$ cat src/rtl/mem_arbiter.sv
// Two-requester memory arbiter: round-robin selection, single-beat write/read
// sequencing with a bounded read-return wait.
module mem_arbiter #(
  parameter int W       = 32,
  parameter int AW      = 16,
  parameter int TIMEOUT = 15
) (
  input  logic          clk_i,
  input  logic          rst_i,
  input  logic          m0_req_i,
  input  logic          m0_we_i,
  input  logic [AW-1:0] m0_addr_i,
  input  logic [W-1:0]  m0_wdata_i,
  input  logic [3:0]    m0_mask_i,
  output logic          m0_gnt_o,
  output logic [W-1:0]  m0_rdata_o,
  output logic          m0_rvalid_o,
  input  logic          m1_req_i,
  input  logic          m1_we_i,
  input  logic [AW-1:0] m1_addr_i,
  input  logic [W-1:0]  m1_wdata_i,
  input  logic [3:0]    m1_mask_i,
  output logic          m1_gnt_o,
  output logic [W-1:0]  m1_rdata_o,
  output logic          m1_rvalid_o,
  output logic          mem_rd_en_o,
  output logic          mem_wr_en_o,
  output logic [AW-1:0] mem_addr_o,
  output logic [W-1:0]  mem_wr_data_o,
  output logic [3:0]    mem_wr_mask_o,
  input  logic [W-1:0]  mem_rd_data_i,
  input  logic          mem_rd_valid_i,
  output logic          owner_o,
  output logic          busy_o,
  output logic          err_o
);

  localparam int CW = $clog2(TIMEOUT + 1);

  typedef enum logic [1:0] {S_IDLE, S_WRITE, S_READ, S_DONE} state_t;

  state_t          state_q, state_d;
  logic            owner_q, owner_d;
  logic            prio_q, prio_d;
  logic [CW-1:0]   cnt_q, cnt_d;
  logic [W-1:0]    rdata0_q, rdata0_d, rdata1_q, rdata1_d;
  logic            gnt0_q, gnt0_d, gnt1_q, gnt1_d;
  logic            rv0_q, rv0_d, rv1_q, rv1_d;
  logic            err_q, err_d;
  logic            rd_en_q, rd_en_d, wr_en_q, wr_en_d;
  logic [AW-1:0]   addr_q, addr_d;
  logic [W-1:0]    wdata_q, wdata_d;
  logic [3:0]      mask_q, mask_d;

  logic            win;
  logic            sel_we;
  logic [AW-1:0]   sel_addr;
  logic [W-1:0]    sel_wdata;
  logic [3:0]      sel_mask;
  logic            rd_finish;
  logic [W-1:0]    rd_value;

  // prio_q names the requester that wins when both ask at once
  always_comb begin
    win       = (m0_req_i && m1_req_i) ? prio_q : m1_req_i;
    sel_we    = win ? m1_we_i    : m0_we_i;
    sel_addr  = win ? m1_addr_i  : m0_addr_i;
    sel_wdata = win ? m1_wdata_i : m0_wdata_i;
    sel_mask  = win ? m1_mask_i  : m0_mask_i;
  end

  always_comb begin
    state_d   = state_q;
    owner_d   = owner_q;
    prio_d    = prio_q;
    cnt_d     = cnt_q;
    rdata0_d  = rdata0_q;
    rdata1_d  = rdata1_q;
    gnt0_d    = 1'b0;
    gnt1_d    = 1'b0;
    rv0_d     = 1'b0;
    rv1_d     = 1'b0;
    err_d     = 1'b0;
    rd_en_d   = 1'b0;
    wr_en_d   = 1'b0;
    addr_d    = '0;
    wdata_d   = '0;
    mask_d    = '0;
    rd_finish = 1'b0;
    rd_value  = '0;

    unique case (state_q)
      S_IDLE: begin
        if (m0_req_i || m1_req_i) begin
          owner_d = win;
          prio_d  = ~win;
          addr_d  = sel_addr;
          if (sel_we) begin
            state_d = S_WRITE;
            gnt0_d  = ~win;
            gnt1_d  = win;
            // a write to address 0 is dropped: no strobe and no command data
            if (sel_addr == '0) begin
              err_d = 1'b1;
            end else begin
              wr_en_d = 1'b1;
              wdata_d = sel_wdata;
              mask_d  = sel_mask;
            end
          end else begin
            state_d = S_READ;
            rd_en_d = 1'b1;
            cnt_d   = '0;
          end
        end
      end
      S_WRITE: begin
        state_d = S_IDLE;
      end
      S_READ: begin
        if (mem_rd_valid_i) begin
          rd_finish = 1'b1;
          rd_value  = mem_rd_data_i;
        end else if (cnt_q == CW'(TIMEOUT - 1)) begin
          rd_finish = 1'b1;
          err_d     = 1'b1;
        end else begin
          cnt_d   = cnt_q + CW'(1);
          rd_en_d = 1'b1;
          addr_d  = addr_q;
        end
        if (rd_finish) begin
          state_d = S_DONE;
          gnt0_d  = ~owner_q;
          gnt1_d  = owner_q;
          rv0_d   = ~owner_q;
          rv1_d   = owner_q;
          if (owner_q) rdata1_d = rd_value;
          else         rdata0_d = rd_value;
        end
      end
      S_DONE: begin
        state_d = S_IDLE;
      end
      default: begin
        state_d = S_IDLE;
      end
    endcase
  end

  always_ff @(posedge clk_i or posedge rst_i) begin
    if (rst_i) begin
      state_q  <= S_IDLE;
      owner_q  <= 1'b0;
      prio_q   <= 1'b0;
      cnt_q    <= '0;
      rdata0_q <= '0;
      rdata1_q <= '0;
      gnt0_q   <= 1'b0;
      gnt1_q   <= 1'b0;
      rv0_q    <= 1'b0;
      rv1_q    <= 1'b0;
      err_q    <= 1'b0;
      rd_en_q  <= 1'b0;
      wr_en_q  <= 1'b0;
      addr_q   <= '0;
      wdata_q  <= '0;
      mask_q   <= '0;
    end else begin
      state_q  <= state_d;
      owner_q  <= owner_d;
      prio_q   <= prio_d;
      cnt_q    <= cnt_d;
      rdata0_q <= rdata0_d;
      rdata1_q <= rdata1_d;
      gnt0_q   <= gnt0_d;
      gnt1_q   <= gnt1_d;
      rv0_q    <= rv0_d;
      rv1_q    <= rv1_d;
      err_q    <= err_d;
      rd_en_q  <= rd_en_d;
      wr_en_q  <= wr_en_d;
      addr_q   <= addr_d;
      wdata_q  <= wdata_d;
      mask_q   <= mask_d;
    end
  end

  assign m0_gnt_o      = gnt0_q;
  assign m1_gnt_o      = gnt1_q;
  assign m0_rvalid_o   = rv0_q;
  assign m1_rvalid_o   = rv1_q;
  assign m0_rdata_o    = rdata0_q;
  assign m1_rdata_o    = rdata1_q;
  assign mem_rd_en_o   = rd_en_q;
  assign mem_wr_en_o   = wr_en_q;
  assign mem_addr_o    = addr_q;
  assign mem_wr_data_o = wdata_q;
  assign mem_wr_mask_o = mask_q;
  assign owner_o       = owner_q;
  assign busy_o        = (state_q != S_IDLE);
  assign err_o         = err_q;

endmodule

$ cat config.mk
export PLATFORM = sky130hd
export DESIGN_NAME = mem_arbiter
export DESIGN_NICKNAME = d
export VERILOG_FILES = /design/src/rtl/mem_arbiter.sv
export SDC_FILE = /design/constraint.sdc
export NUM_CORES = 1
export LEC_CHECK = 0
export CAP_MARGIN = 15
export CORE_MARGIN = 1
export CORE_UTILIZATION = 45
export DETAILED_ROUTE_END_ITERATION = 6
export PLACE_DENSITY = 0.87
export SLEW_MARGIN = 20
export SYNTH_ARGS = -nofsm -noshare
export SYNTH_HDL_FRONTEND = slang
export SYNTH_SLANG_ARGS = --single-unit
$ cat constraint.sdc
create_clock -name clk_i -period 11.6 [get_ports clk_i]
set_clock_uncertainty 0.1 [all_clocks]
set_input_delay 2.32 -clock clk_i [delete_from_list [all_inputs] [get_ports clk_i]]
set_output_delay 2.32 -clock clk_i [all_outputs]
set_load 0.005 [all_outputs]
==> flow_summary.json, run 1 <==
{
  "status": "finished, final reports clean",
  "cts_resized": 0,
  "yosys_warnings": 0,
  "final_common_cell": "clkdlybuf4s50_1",
  "pwr-share-comb_pct": 32.8,
  "cp_cell_sequence": "clkdlybuf4s50_1, nand2b_1, buf_4, a21boi_4, o21ai_4, a21oi_1",
  "clock_latency_ps": 410,
  "placedInstanceArea_sq_um": 8430,
  "grt_first_pass_wirelength_mm": 27.5,
  "rsz0062_at_grt": "no",
  "final_core_util_pct": 74.5,
  "sw_frac_of_total_pct": 29.0,
  "finalInstanceArea_sq_um": 9100,
  "antennaDiodeCount": 0,
  "internal_power_w": 0.00136,
  "routed.top_layer": "met4",
  "clk_pin_slew_ps": 60,
  "peakVddDrop_mv": 0.101,
  "cts_buffer_depth": 2,
  "met1Wirelength_mm": 6.82,
  "async_reset_ff_share_pct": 100,
  "vias_per_cell": 5.46,
  "cts.sinks": 131,
  "synth_area_sq_um": 5710,
  "die_h_um": 115,
  "cap_violations": 0,
  "syn_nets": 741,
  "cts_max_level": 4,
  "port_buffers": 267,
  "ys_types": 36,
  "initial_utilization_pct": 46.8,
  "synth-edff-count": 0,
  "postCtsSetupRepairBufs": 0,
  "worst_slew_pin_slew_ps": 1040,
  "cp_data_arrival_time_ps": 4430,
  "switchingPower_w": 0.000556,
  "fin_hold_ws_ps": 378,
  "final_cell_mix": "clkdlybuf4s50_1, dfrtp_1, nand2_1",
  "core.rowCount": 40,
  "period_needed_ps": 4310,
  "max-slew-margin-rel_pct": 30.5,
  "hold_viol": 0,
  "syn_inst": 596,
  "pin_count": 268,
  "die_x_um": 115,
  "cp_max_fo": 41,
  "end_kind": "flip-flop",
  "grt.total_usage_pct": 27.4,
  "cp_slowest_stage_delay_ps": 790,
  "drt_iter0_drc": 480,
  "cts_buffers": 17,
  "path_class": "input port to flip-flop",
  "grt_max_degree": 75,
  "synthToLayoutAreaGrowth_pct": 59.4,
  "grt_overflow": 0,
  "synth.avg_cell_area_sq_um": 9.58,
  "via_count": 5571,
  "synth.ff_latch_count": 131,
  "ant_nets": 0,
  "wl_per_cell_um": 17.2,
  "drv_slew": 0,
  "antenna_found_initial": 0,
  "slowest_stage": "o21ai_4",
  "gp_congestion": 0.910,
  "power_density_nw_per_um2": 211,
  "drc_errors": 0,
  "period_share_pct": 37.2,
  "routed-wl-met2_mm": 8.75,
  "drt_wl_total_mm": 17.6,
  "p_leak_nw": 3.95,
  "root_buffer": "clkbuf_16",
  "dp.cells": 990,
  "cp.required_ps": 11720,
  "drt_first_pass_iters": 5,
  "worstHoldPathType": "flip-flop to flip-flop",
  "ys_seq_area_share_pct": 57.4,
  "setup_viol": 0,
  "fp.dieArea_sq_um": 13100,
  "dr_wl_met3_mm": 1.47,
  "grt_pass1_vias": 5629,
  "post-dp-hpwl_mm": 12.2,
  "power.clock.fraction_pct": 31.9,
  "seqPwrFrac_pct": 35.3,
  "synthFlopType": "dfrtp_1",
  "layout.nets": 986,
  "fmax_ghz": 0.232,
  "fp.coreArea_sq_um": 12200,
  "hold_buffers": 0,
  "finalSetupTns_ps": 0,
  "cts_tree": "built",
  "stdcell_count": 1021,
  "drive_above_1_share_pct": 5.98,
  "startpoint_type": "input port"
}
==> flip-flops by register name (all words and copies together) (netlist names) <==
register	cells
cnt_q	4
err_o	1
m0_gnt_o	1
m0_rdata_o	32
m0_rvalid_o	1
m1_gnt_o	1
m1_rdata_o	32
m1_rvalid_o	1
mem_addr_o	16
mem_rd_en_o	1
mem_wr_data_o	32
mem_wr_en_o	1
mem_wr_mask_o	4
owner_o	1
prio_q	1
state_q	2
==> kinds of logic (layout without fill, tap and decap cells) <==
logic type,count (synthesis),count (layout),share of synthesized area [%]
AND/OR/NAND/NOR,222,222,19.4
adder cells (fa/ha/maj),2,2,0.438
AO/OA/AOI/OAI,134,134,12.6
buffers and inverters,87,344,6.64
multiplexers,18,18,3.18
flip-flops,131,131,57.4
XOR/XNOR,2,2,0.307
==> layer usage <==
| metal | vias up | global-route usage, % |
|---|---|---|
| li1 | 2558 | - |
| met1 | 2669 | 31.4 |
| met2 | 305 | 47.5 |
| met3 | 39 | 7.78 |
| met4 | 0 | 12.2 |
| met5 | - | 0 |
==> final cells by class <==
cell class	instances	area (sq um)
Fill cell	875	3110
Sequential cell	131	3280
Inverter	37	144
Multi-Input combinational cell	378	2060
Clock inverter	10	203
Tap cell	168	210
Clock buffer	21	470
Timing Repair Buffer	276	2740
==> metrics by stage <==
| stage | setup slack (ps) | power (W) |
|---|---|---|
| floorplan | 5680 | 0.000927 |
| global placement | 7080 | 0.00128 |
| detailed placement | 6960 | 0.00131 |
| CTS | 7380 | 0.00192 |
| global route | 7160 | 0.00202 |
| finish | 7290 | 0.00192 |
==> critical path, delay by kind of cell <==
family                 cells  cell delay [ps]
AO/OA/AOI/OAI              3             1090
buffers and inverters      2              890
AND/OR/NAND/NOR            1              100
==> final timing paths <==
check | startpoint | endpoint | slack [ps] | cells past startpoint
setup / recovery | m0_req_i | mem_wr_data_o[4] | 7290 | 6
hold / removal | m1_rdata_o[23] | m1_rdata_o[23] | 380 | 2
hold reg to reg | m1_rdata_o[23] | m1_rdata_o[23] | 380 | 2
max in group asynchronous | rst_i | mem_wr_data_o[4] | 7790 | 3
setup reg to reg | prio_q | mem_wr_data_o[4] | 9320 | 5
min in group asynchronous | rst_i | m0_rdata_o[2] | 2230 | 2
==> cells in the mapped netlist (2+ instances only) <==
cell type / number / area (sq um)
inv_1: 37 / 139
buf_4: 5 / 37.5
o21ai_1: 55 / 275
clkbuf_1: 18 / 67.6
nand4_1: 38 / 238
mux2i_1: 17 / 170
nor4_1: 8 / 50.1
o21ai_0: 30 / 150
a21oi_1: 41 / 205
nand2b_1: 2 / 12.5
a31oi_1: 2 / 12.5
dfrtp_1: 131 / 3280
or3_1: 2 / 12.5
nor3_2: 3 / 30.0
and3_1: 2 / 12.5
nand2_1: 85 / 319
xor2_1: 2 / 17.5
buf_1: 5 / 18.8
nand3_1: 73 / 365
ha_1: 2 / 25.0
buf_2: 21 / 105
nor2_1: 3 / 11.3
==> power by group through the flow <==
stage | clock [W] | combinational [W] | sequential, W
2_1_floorplan | 0 | 0.000245 | 0.000682
3_3_place_gp | 0 | 0.000609 | 0.000672
3_5_place_dp | 0 | 0.000628 | 0.000682
4_1_cts | 0.000615 | 0.000633 | 0.000676
5_1_grt | 0.000635 | 0.000690 | 0.000691
6_report | 0.000612 | 0.000630 | 0.000677
Power figures use the tool's default switching activity.
==> inputs of run 2 (changes only) <==
--- a/config.mk
+++ b/config.mk
@@ -7,9 +7,9 @@
 export LEC_CHECK = 0
 export CAP_MARGIN = 15
 export CORE_MARGIN = 1
-export CORE_UTILIZATION = 45
+export CORE_UTILIZATION = 41
 export DETAILED_ROUTE_END_ITERATION = 6
-export PLACE_DENSITY = 0.87
+export PLACE_DENSITY = 0.8
 export SLEW_MARGIN = 20
 export SYNTH_ARGS = -nofsm -noshare
 export SYNTH_HDL_FRONTEND = slang
==> constraint.sdc (replaced) <==
create_clock -name clk_i -period 4.3 [get_ports clk_i]
set_clock_uncertainty 0.1 [all_clocks]
set_input_delay 0.86 -clock clk_i [delete_from_list [all_inputs] [get_ports clk_i]]
set_output_delay 0.86 -clock clk_i [all_outputs]
set_load 0.005 [all_outputs]
==> run 2 against run 1 <==
  * Sequential power increased to 2.7 times the previous value
  * Clock-buffer cell count decreased by 2
  * Sequential cell count unchanged
  * First-iteration DRC count is 11% lower
  * Combinational power rose to 2.7 times the previous value
  * Sequential share of layout area rose by 0.31 points
  * Utilization decreased by 7.2 points
  * Final cell count increased by 0.98%
  * Clock power grew 120%
  * Critical endpoint is now mem_wr_data_o[29]
  * Largest power group unchanged
==> flow_summary.json, run 2 (synthesis gave the netlist of run 1 again) <==
{
  "status": "finished, final reports clean",
  "hp-start": "prio_q",
  "drive_above_1_share_pct": 6.43,
  "p_leak_nw": 3.90,
  "peakVddDrop_mv": 0.277,
  "grt_first_pass_wirelength_mm": 27.3,
  "drv_slew": 0,
  "multi_input_area_sq_um": 2060,
  "cts_buffers": 17,
  "ant_nets": 0,
  "setup_viol": 0,
  "startpoint_type": "input port",
  "timing.rr.start": "prio_q",
  "cp_cell_sequence": "clkdlybuf4s50_1, nand2b_2, buf_4, a21boi_4, o21ai_4, a21oi_1",
  "fp.dieArea_sq_um": 14400,
  "slowest_stage": "o21ai_4",
  "period_needed_ps": 2770,
  "internal_power_w": 0.00337,
  "pin_count": 268,
  "antenna_found_initial": 0,
  "grt_pass1_vias": 5388,
  "grt_overflow": 0,
  "via_count": 5466,
  "rsz0062_at_grt": "no",
  "fmax_ghz": 0.361,
  "cts_max_level": 4,
  "die_x_um": 120,
  "worstHoldPathType": "flip-flop to flip-flop",
  "drc_errors": 0,
  "initial_utilization_pct": 42.6,
  "cts_tree": "built",
  "core.rowCount": 42,
  "worst_slew_pin_slew_ps": 1030,
  "post-dp-hpwl_mm": 12.1,
  "final_common_cell": "clkdlybuf4s50_1",
  "postCtsSetupRepairBufs": 0,
  "drt_wl_total_mm": 17.4,
  "dp_slack_ps": 1140,
  "fillers": 1016,
  "drt_iter0_drc": 429,
  "port_buffers": 267,
  "regArea_sq_um": 3280,
  "cts_buffer_depth": 2,
  "layout.nets": 987,
  "vias_per_cell": 5.30,
  "clk_pin_slew_ps": 60,
  "finalSetupTns_ps": 0,
  "end_kind": "flip-flop",
  "wl_per_cell_um": 16.9,
  "switchingPower_w": 0.00149,
  "p_total_w": 0.00486,
  "cp_slowest_stage_delay_ps": 790,
  "fp.coreArea_sq_um": 13400,
  "setup_ws_ps": 1530,
  "antennaDiodeCount": 0,
  "crit_path_start": "m0_req_i",
  "clock_latency_ps": 420,
  "hold_viol": 0,
  "cts_resized": 0,
  "cp_data_arrival_time_ps": 2910,
  "cp.required_ps": 4450,
  "synthToLayoutAreaGrowth_pct": 58.0,
  "final_cell_mix": "clkdlybuf4s50_1, dfrtp_1, nand2_1",
  "power.clock.fraction_pct": 27.8,
  "cap_violations": 0,
  "pwr-share-comb_pct": 34.8,
  "grt.total_usage_pct": 24.6,
  "gp_congestion": 0.816,
  "root_buffer": "clkbuf_16",
  "seqPwrFrac_pct": 37.4,
  "drt_first_pass_iters": 5,
  "path_class": "input port to flip-flop",
  "cts.sinks": 131,
  "power_density_nw_per_um2": 539,
  "sw_frac_of_total_pct": 30.7,
  "period_share_pct": 64.4,
  "cp_max_fo": 41,
  "hold_buffers": 0,
  "max-slew-margin-rel_pct": 30.7,
  "die_h_um": 120,
  "grt_max_degree": 74
}
==> run 2: cell count changes in the layout (fill, tap and decap cells not counted) <==
cell and delta:
bufinv_16 -5, clkinvlp_4 +4, clkinv_4 +3, clkinv_2 +2, buf_12 +1, clkbuf_1 -1, clkbuf_8 -1, inv_6 -1
nand2b_1 -1, nand2b_2 +1
==> run 2: layer usage <==
layer / global-route usage (%) / part of all wire (%)
met3: 7.98 / 8.9
met5: 0 / 0
met2: 40.2 / 50
met1: 28.9 / 38
met4: 12.5 / 3.1
==> run 2: power groups by stage <==
stage	Combinational (W)	Sequential, W	Clock [W]
5_1_grt	0.00185	0.00186	0.00143
2_1_floorplan	0.000662	0.00184	0
3_5_place_dp	0.00169	0.00183	0
4_1_cts	0.00171	0.00182	0.00138
6_report	0.00169	0.00182	0.00135
3_3_place_gp	0.00165	0.00181	0
==> run 2: stage by stage <==
step                util, %  hold WS, ps  cell area [sq um]  std cells
global route           67.3          393               9020       1031
detailed placement     63.1          366               8460        999
finish                 67.3          373               9020       1031
floorplan                 -          341               5710        596
global placement       63.1          362               8460        999
CTS                    67.3          374               9020       1031
==> run 2: cell type report <==
cell class                      instances  share of cell area (%)
Timing Repair Buffer                  277                    30.5
Tap cell                              176                    2.44
Clock buffer                           19                    5.02
Clock inverter                         13                    1.23
Inverter                               37                    1.58
Multi-Input combinational cell        378                    22.8
Sequential cell                       131                    36.3
==> run 2: worst paths after layout <==
path / to / slack (ps) / cells after the start
hold / removal: prio_q / 370 / 1
setup reg to reg: mem_wr_data_o[29] / 2050 / 5
hold reg to reg: prio_q / 370 / 1
setup / recovery: mem_wr_data_o[29] / 1530 / 6
min in group asynchronous: m0_rdata_o[23] / 820 / 2
max in group asynchronous: m0_rdata_o[1] / 2450 / 3
==> run 2: critical path: cells and delay by family <==
kind            cells  cell delay (ps)
compound gates      3             1070
buf+inv             2              870
simple gates        1               90
==> inputs of run 3 (changes only) <==
==> constraint.sdc (replaced) <==
create_clock -name clk_i -period 2.8 [get_ports clk_i]
set_clock_uncertainty 0.1 [all_clocks]
set_input_delay 0.56 -clock clk_i [delete_from_list [all_inputs] [get_ports clk_i]]
set_output_delay 0.56 -clock clk_i [all_outputs]
set_load 0.005 [all_outputs]
==> run 3 against run 2 <==
  * Via count grew 1.1%
  * Utilization grew 0.60 points
  * Sequential share of layout area shrank 0.32 points
  * Final area grew 0.89%
  * Clock power grew 68%
  * Power grew 58%
  * Worst setup slack lost 1100 ps
  * Die area is the same
  * First-iteration DRC count shrank 2.3%
  * Critical path depth shrank 3
  * Routed wire length shrank 1.8%
==> flow_summary.json, run 3 (synthesis gave the netlist of run 1 again) <==
{
  "drt_wl_total_mm": 17.1,
  "worstHoldPathType": "flip-flop to flip-flop",
  "fp.coreArea_sq_um": 13400,
  "cap_violations": 0,
  "final_common_cell": "clkdlybuf4s50_1",
  "hp-start": "prio_q",
  "grt_max_degree": 132,
  "cts_resized": 0,
  "max-slew-margin-rel_pct": 36.9,
  "postCtsSetupRepairBufs": 0,
  "port_buffers": 267,
  "fillers": 996,
  "die_h_um": 120,
  "drc_errors": 0,
  "initial_utilization_pct": 42.6,
  "p_leak_nw": 3.94,
  "ant_nets": 0,
  "setup_viol": 0,
  "routed.top_layer": "met4",
  "cts_buffers": 17,
  "rsz0062_at_grt": "no",
  "wl_per_cell_um": 16.6,
  "worst_slew_pin_slew_ps": 943,
  "setup_ws_ps": 449,
  "cp.required_ps": 2140,
  "finalSetupTns_ps": 0,
  "antenna_found_initial": 0,
  "power_density_nw_per_um2": 844,
  "cts.sinks": 131,
  "fmax_ghz": 0.425,
  "fp.dieArea_sq_um": 14400,
  "startpoint_type": "flip-flop",
  "synthToLayoutAreaGrowth_pct": 59.4,
  "routed-wl-met2_mm": 8.66,
  "via_count": 5526,
  "path_class": "flip-flop to output port",
  "period_share_pct": 84.0,
  "met1Wirelength_mm": 6.39,
  "grt.total_usage_pct": 24.6,
  "final_cell_mix": "clkdlybuf4s50_1, dfrtp_1, nand2_1",
  "crit_path_start": "state_q[1]",
  "timing.rr.start": "cnt_q[0]",
  "dr_wl_met3_mm": 1.57,
  "grt_overflow": 0,
  "cp_data_arrival_time_ps": 1690,
  "drt_iter0_drc": 419,
  "gp_congestion": 0.847,
  "dp_slack_ps": 160,
  "vias_per_cell": 5.36,
  "drt_first_pass_iters": 5,
  "status": "finished, final reports clean",
  "drv_slew": 0,
  "die_x_um": 120,
  "post-dp-hpwl_mm": 12.0,
  "root_buffer": "clkbuf_16",
  "hold_viol": 0,
  "end_kind": "output port",
  "clock_latency_ps": 400,
  "core.rowCount": 42,
  "cts_max_level": 4,
  "pin_count": 268,
  "final_core_util_pct": 67.9,
  "grt_first_pass_wirelength_mm": 27.3,
  "hold_buffers": 0,
  "drive_above_1_share_pct": 6.32,
  "cts_tree": "built",
  "antennaDiodeCount": 0,
  "cp_max_fo": 6,
  "layout.nets": 988,
  "clk_pin_slew_ps": 50,
  "peakVddDrop_mv": 0.394,
  "grt_pass1_vias": 5454,
  "cts_buffer_depth": 2,
  "period_needed_ps": 2350
}
run 3: cell types whose count changed in the layout (fill, tap and decap cells not counted):
cell        before  now
clkinvlp_4       5    4
buf_4            9    8
clkinv_2         5    3
clkbuf_8         2    4
clkinv_4         3    0
buf_12           1    3
clkbuf_1         0    1
bufinv_16        1    3
run 3: metrics by stage:
step	area, sq um	power (W)	hold WS [ps]	std cells
6_report	9100	0.00768	378	1031
4_1_cts	9100	0.00776	379	1031
3_5_place_dp	8490	0.00545	371	1000
2_1_floorplan	5710	0.00384	341	596
5_1_grt	9100	0.00812	409	1031
3_3_place_gp	8490	0.00535	360	1000
run 3: layout make-up:
type | instances | area (sq um) | area share, %
Clock inverter | 9 | 128 | 1.40
Multi-Input combinational cell | 378 | 2060 | 22.6
Timing Repair Buffer | 278 | 2790 | 30.6
Inverter | 37 | 143 | 1.57
Tap cell | 176 | 220 | 2.42
Clock buffer | 22 | 484 | 5.32
Sequential cell | 131 | 3280 | 36.0
run 3: routing by layer:
layer,GRT usage [%],up-vias
met1,27.4,2650
met5,0,-
met3,8.03,43
met4,10.2,0
li1,-,2562
met2,42.9,271
run 3: critical path: stages (launching register included):
cell and delay (ps):
dfrtp_1 450, nor2_2 250, inv_1 110, clkdlybuf4s50_1 480
run 3: worst paths after layout:
path / to / slack, ps / cells after the start
setup / recovery: busy_o / 450 / 3
hold / removal: prio_q / 380 / 1
setup reg to reg: m0_rdata_o[10] / 750 / 7
hold reg to reg: prio_q / 380 / 1
max in group asynchronous: m1_gnt_o / 1470 / 3
min in group asynchronous: mem_addr_o[1] / 580 / 3
run 3: power by group:
| part | internal, W | switching (W) |
|---|---|---|
| Sequential | 0.00246 | 0.000318 |
| Clock | 0.00148 | 0.000790 |
| Combinational | 0.00148 | 0.00116 |
